===== src/rtl/rr_arbiter.sv =====
// Round-robin request arbiter with a grant-history mask and a one-hot (or zero) grant.
// Define ARB_FIXED_PRIORITY_EN to remove the mask and get a plain fixed-priority arbiter.
module rr_arbiter #(
  parameter int NUM_REQ   = 4,
  parameter int NUM_GRANT = 4,
  parameter bit REG_OUT   = 1'b1
) (
  input  logic                 clk_i,
  input  logic                 rst_n_i,
  input  logic [NUM_REQ-1:0]   req_i,
  input  logic                 req_en_i,
  output logic [NUM_GRANT-1:0] grant_o
);

  if (NUM_GRANT != NUM_REQ) begin : g_width_check
    $fatal(1, "rr_arbiter: NUM_GRANT (%0d) must equal NUM_REQ (%0d)", NUM_GRANT, NUM_REQ);
  end

  logic [NUM_REQ-1:0] mask;
  logic [NUM_REQ-1:0] masked_req;
  logic [NUM_REQ-1:0] eligible;
  logic [NUM_REQ-1:0] grant;
  logic               masked_nz;

  assign masked_req = req_i & ~mask;
  assign masked_nz  = |masked_req;
  assign eligible   = masked_nz ? masked_req : req_i;

  // Highest set index wins, so the ascending scan keeps overwriting with the latest hit.
  always_comb begin
    grant = '0;
    if (req_en_i) begin
      for (int i = 0; i < NUM_REQ; i++) begin
        if (eligible[i]) begin
          grant    = '0;
          grant[i] = 1'b1;
        end
      end
    end
  end

`ifdef ARB_FIXED_PRIORITY_EN
  assign mask = '0;
`else
  // An exhausted round restarts with an empty mask; the grant issued that cycle is not recorded.
  always_ff @(posedge clk_i or negedge rst_n_i) begin
    if (!rst_n_i) begin
      mask <= '0;
    end else if (req_en_i) begin
      if (masked_nz) begin
        mask <= mask | grant;
      end else begin
        mask <= '0;
      end
    end
  end
`endif

  if (REG_OUT) begin : g_reg_out
    logic [NUM_REQ-1:0] grant_q;

    always_ff @(posedge clk_i or negedge rst_n_i) begin
      if (!rst_n_i) begin
        grant_q <= '0;
      end else begin
        grant_q <= grant;
      end
    end

    assign grant_o = grant_q;
  end else begin : g_comb_out
    // Keeps the combinational grant silent from reset until the first edge after release.
    logic armed_q;

    always_ff @(posedge clk_i or negedge rst_n_i) begin
      if (!rst_n_i) begin
        armed_q <= 1'b0;
      end else begin
        armed_q <= 1'b1;
      end
    end

    assign grant_o = armed_q ? grant : '0;
  end

endmodule


===== config.mk =====
export PLATFORM = sky130hd
export DESIGN_NAME = rr_arbiter
export DESIGN_NICKNAME = d
export VERILOG_FILES = /design/src/rtl/rr_arbiter.sv
export SDC_FILE = /design/constraint.sdc
export NUM_CORES = 1
export LEC_CHECK = 0
export CORE_AREA = 2 2 39 41
export CTS_CLUSTER_DIAMETER = 120
export DETAILED_ROUTE_END_ITERATION = 8
export DIE_AREA = 0 0 41 43
export PLACE_DENSITY_LB_ADDON = 0.12
export RECOVER_POWER = 50
export SKIP_CTS_REPAIR_TIMING = 1
export SLEW_MARGIN = 20
export SYNTH_ARGS = -nofsm -noshare
export SYNTH_HDL_FRONTEND = slang
export SYNTH_SLANG_ARGS = --single-unit

===== constraint.sdc =====
create_clock -name clk_i -period 1.3 [get_ports clk_i]
set_input_delay 0.26 -clock clk_i [delete_from_list [all_inputs] [get_ports clk_i]]
set_output_delay 0.26 -clock clk_i [all_outputs]
set_load 0.01 [all_outputs]

# [Word level (Yosys, flattened, before mapping)]
# Index checks and enable logic that the tools add are counted.
[classes] add_sub_neg=0 mul=0 div_mod_pow=0 magnitude_cmp=0 eq_ne=0 shift=0 muxes=7 bitwise=3 reduce_logical=1
[op_table] cell="2-to-1 mux 4 bit" count=6
[op_table] cell="AND 4 bit" count=1
[op_table] cell="inverter 4 bit" count=1
[op_table] cell="OR 4 bit" count=1
[op_table] cell="OR reduction 4 bit" count=1
[op_table] cell="2-to-1 mux 1 bit" count=1
[word_totals] ff_bits=8 latchBits=0 ramBits=0 rom_bits=0 in_bits=7 output_inout_bits=4 word_cells=13 mem_count=0

# [Longest topological paths before layout]
[depth] word_depth=11 ltp_mapped=3

# [Worst setup path before layout]
# No wires, ideal clock.
[synth_timing] kind="register -> register" startpoint="reg mask[3]" endpoint="reg mask[0]" arrival_time_ns=1.048 required_time_ns=1.173 path_slack_ns=0.125 path_stages_with_launch=4 n_path_buf=0 synth_period_minus_slack_ns=1.175 cell_sequence="dfrtp_1 nand2b_1 nand4_1 mux2_1"
[synth_via] elab_chain_cells=11
[synth_rtl] item="start: declaration" line_no="19" text="logic [NUM_REQ-1:0] mask;"
[synth_rtl] item="start signal: assignment" line_no="51" text="mask <= mask | grant;"
[synth_rtl] item="inverter 4 bit (*)" line_no="25" text="assign masked_req = req_i & ~mask;"
[synth_rtl] item="AND 4 bit (*)" line_no="25"
[synth_rtl] item="OR reduction 4 bit" line_no="26" text="assign masked_nz = |masked_req;"
[synth_rtl] item="2-to-1 mux 4 bit" line_no="27" text="assign eligible = masked_nz ? masked_req : req_i;"
[synth_rtl] item="2-to-1 mux 1 bit" line_no="34" text="if (eligible[i]) begin"
[synth_rtl] item="2-to-1 mux 4 bit (3 in series)" line_no="34"
[synth_rtl] item="2-to-1 mux 4 bit" line_no="32" text="if (req_en_i) begin"
[synth_rtl] item="OR 4 bit" line_no="51"
[synth_rtl] item="2-to-1 mux 4 bit (*)" line_no="50" text="if (masked_nz) begin"
# Mark *: on every way between the ends. The rest lies on a longest branch, timed or not.
# A chain may end at the register's enable or synchronous reset.

# [Worst setup path in the final report]
[layout_timing] startpoint="in req_i[2]" endpoint="reg g_reg_out.grant_q[1] (netlist: grant_o[1])"
[layout_via] elab_chain_cells=7
[layout_rtl] item="start: declaration" line_no="10" text="input logic [NUM_REQ-1:0] req_i,"
[layout_rtl] item="AND 4 bit" line_no="25"
[layout_rtl] item="OR reduction 4 bit" line_no="26"
[layout_rtl] item="2-to-1 mux 4 bit (*)" line_no="27"
[layout_rtl] item="2-to-1 mux 4 bit (2 in series)" line_no="34"
[layout_rtl] item="2-to-1 mux 4 bit (*)" line_no="34"
[layout_rtl] item="2-to-1 mux 4 bit (*)" line_no="32"
[layout_rtl] item="via grant[1]" line_no="22" text="logic [NUM_REQ-1:0] grant;"
[layout_rtl] item="end signal: assignment" line_no="66" text="grant_q <= grant;"
[layout_rtl] item="end: declaration" line_no="60" text="logic [NUM_REQ-1:0] grant_q;"
# Mark *: on every way through the listed nets, which the timed path passes. The rest lies on a longest branch.

==> flow_metrics.tcl <==
set metrics [dict create \
    status "complete, no violations" \
    clock_skew_ns 0.000200 \
    multiInputGateArea_um2 229 \
    cts.htree.levels 1 \
    gp_congestion 0.847 \
    yosys.area.top_type "dfrtp_1" \
    r2r_slack_ns 0.09 \
    crit_type "input port to register" \
    drc_errors 0 \
    synthDominantCellAreaShare_pct 46.9 \
    finalHoldViolCount 0 \
    end_kind "register" \
    grt_pass1_wl_um 1810 \
    fin_util_pct 49.1 \
    grt_max_degree 9 \
    fin_cells 84 \
    die_area_um2 1760 \
    cts_buffers 3 \
    ys_types 21 \
    synth_fa_ha_area_share_pct 0 \
    detail-route-antenna-nets 0 \
    timing.fmax_mhz 793 \
    synth-simple-area-share_pct 27.0 \
    grt_antenna_before_repair 0 \
    nNetsFinal 77 \
    cts_max_path_buffers 2 \
    drv_slew 0 \
    synth_nets 51 \
    cp.arrival_ns 1.44 \
    synth_xor_area_share_pct 0 \
    synth_top_family_by_area "simple AND/OR/NAND/NOR gates" \
    ys_warn_count 0 \
    placementRows 14 \
    ys_top_cells_by_area "dfrtp_1 47%, nand2b_1 8.8%, a31oi_1 5.9%" \
    clkLatencyLatePin_ns 0.26 \
    hpwl_um 816 \
    clkSinkCount 8 \
    drtIter0Drc 4 \
    dpl_cell_area_um2 633 \
    crit_chain "clkdlybuf4s50_1 -> or4_1 -> a31oi_1" \
    start_kind "input port" \
    final_cell_mix "12 x buf_4, 7 x dfrtp_1, 6 x nand2b_1" \
    antenna_cells 0 \
    r2r_end "mask[0]" \
    cts_tree "built" \
    groute.usage.overall_pct 16.2 \
    syn-cell-area_um2 427 \
    p_leak_nw 0.364 \
    core_um2 1380 \
    initial_core_util_pct 30.8 \
    drive_gt1_share_pct 27.9 \
    ios 11 \
    design_area_um2 679 \
    die_h_um 43 \
    min_period_ns 1.26 \
    min_period_over_period_pct 97.0 \
    grt_overflow 0 \
    cpPeakStageDelay_ns 0.54 \
    power_density_nw_per_um2 1610 \
    yosysSeqAreaShare_pct 46.9 \
    vdd_drop_max_mv 0.806 \
    synth.mux.area_fraction_pct 2.64 \
    power_mw 1.09 \
    slew_headroom_pct 74.8 \
    required_ns 1.48 \
    syn_avg_cell_area_um2 9.70 \
    io_buffers 10 \
    hp-class "input port to async pin" \
    area_growth_pct 59.2 \
    worst_pin_slew_ns 0.376 \
    via_per_inst 5.35 \
    die_w_um 41 \
    rsz0062_at_grt "false" \
    setup_viol 0 \
    mostFrequentLayoutCell "buf_4" \
    cp_max_fo 4 \
    maxCapViolCount 0 \
    slowest_stage "or4_1" \
    r2r_start "mask[1]" \
    clk_pin_slew_ns 0.06 \
    via_count 449 \
    grt_pass1_vias 431 \
    synth_compound_area_share_pct 21.7 \
    dr.pass1.iters 4 \
    drt-wirelength-per-cell_um 13.1 \
    reg2regPathDepth 3 \
    register_area_um2 201 \
    post-place-cells 81 \
    nFillCells 143 \
    syn_inst 44 \
    ys_ff_latch 8 \
    routed_wl_um 1100 \
    root_buffer "clkbuf_4" \
]
==> final cells by class <==
| cell class | count | share of cell area [%] |
|---|---|---|
| inverters | 1 | 0.552 |
| well taps | 16 | 2.95 |
| clock buffers | 3 | 3.31 |
| repair buffers | 22 | 29.8 |
| multi-input cells | 34 | 33.7 |
| flip-flops and latches | 8 | 29.7 |
==> critical path, delay by kind of cell <==
kind / cells / cell delay [ns]
AOI/OAI and AO/OA: 1 / 0.16
buffers and inverters: 1 / 0.48
and+or+nand+nor: 1 / 0.54
==> state kept, by name (all words and copies together) (netlist names) <==
| register | cells |
|---|---|
| mask | 4 |
| grant_o | 4 |
==> cell families after synthesis <==
kind of cell           after synthesis
AND/OR/NAND/NOR                     19
multiplexers                         1
buffers and inverters                2
flip-flops                           8
AO/OA/AOI/OAI                       14
==> how the worst max path moves through the flow <==
stage | cells after the start | slack, ns | from | endpoint
after CTS | 1 | -0.08 | grant_o[3] | grant_o[3]
after global placement | 4 | -0.30 | req_i[1] | grant_o[1]
after detailed placement | 4 | -0.33 | req_i[1] | grant_o[1]
final | 3 | 0.04 | req_i[2] | grant_o[1]
after floorplan | 3 | 0.12 | mask[3] | mask[0]
after global routing | 3 | 0.02 | req_i[2] | grant_o[1]
==> stage by stage <==
| step | hold WS, ns | setup WS (ns) | setup TNS, ns |
|---|---|---|---|
| floorplan | -0.0356 | 0.125 | 0 |
| global placement | 0.489 | -0.298 | -1.51 |
| detailed placement | 0.506 | -0.325 | -1.62 |
| CTS | 0.296 | -0.0760 | -0.389 |
| global route | 0.373 | 0.0204 | 0 |
| finish | 0.348 | 0.0387 | 0 |
==> cells in the mapped netlist <==
master and n:
dfrtp_1 8, nand2b_1 6, a31oi_1 4, a21oi_1 3, a41oi_1 2, nand2_1 2, nand3_1 2, nand4_1 2
nor2_1 2, o21ai_0 2, a221oi_1 1, a31o_1 1, and2_1 1, clkbuf_1 1, inv_1 1, mux2_1 1
nor2b_1 1, nor2b_4 1, o211ai_1 1, or3_1 1, or4_1 1
==> per-layer routing <==
layer	share of wire [%]	track usage, %	up-vias
li1	-	-	218
met1	44	20.7	210
met5	0	0	-
met4	3.3	10.7	0
met2	46	20.6	16
met3	6.9	7.85	5
==> power breakdown <==
| part | total (mW) | switching [mW] | internal, mW |
|---|---|---|---|
| sequential | 0.406 | 0.0724 | 0.333 |
| clock | 0.200 | 0.0940 | 0.106 |
| combinational | 0.488 | 0.220 | 0.268 |
| total | 1.09 | 0.386 | 0.707 |
(Power assumes the default switching activity.)
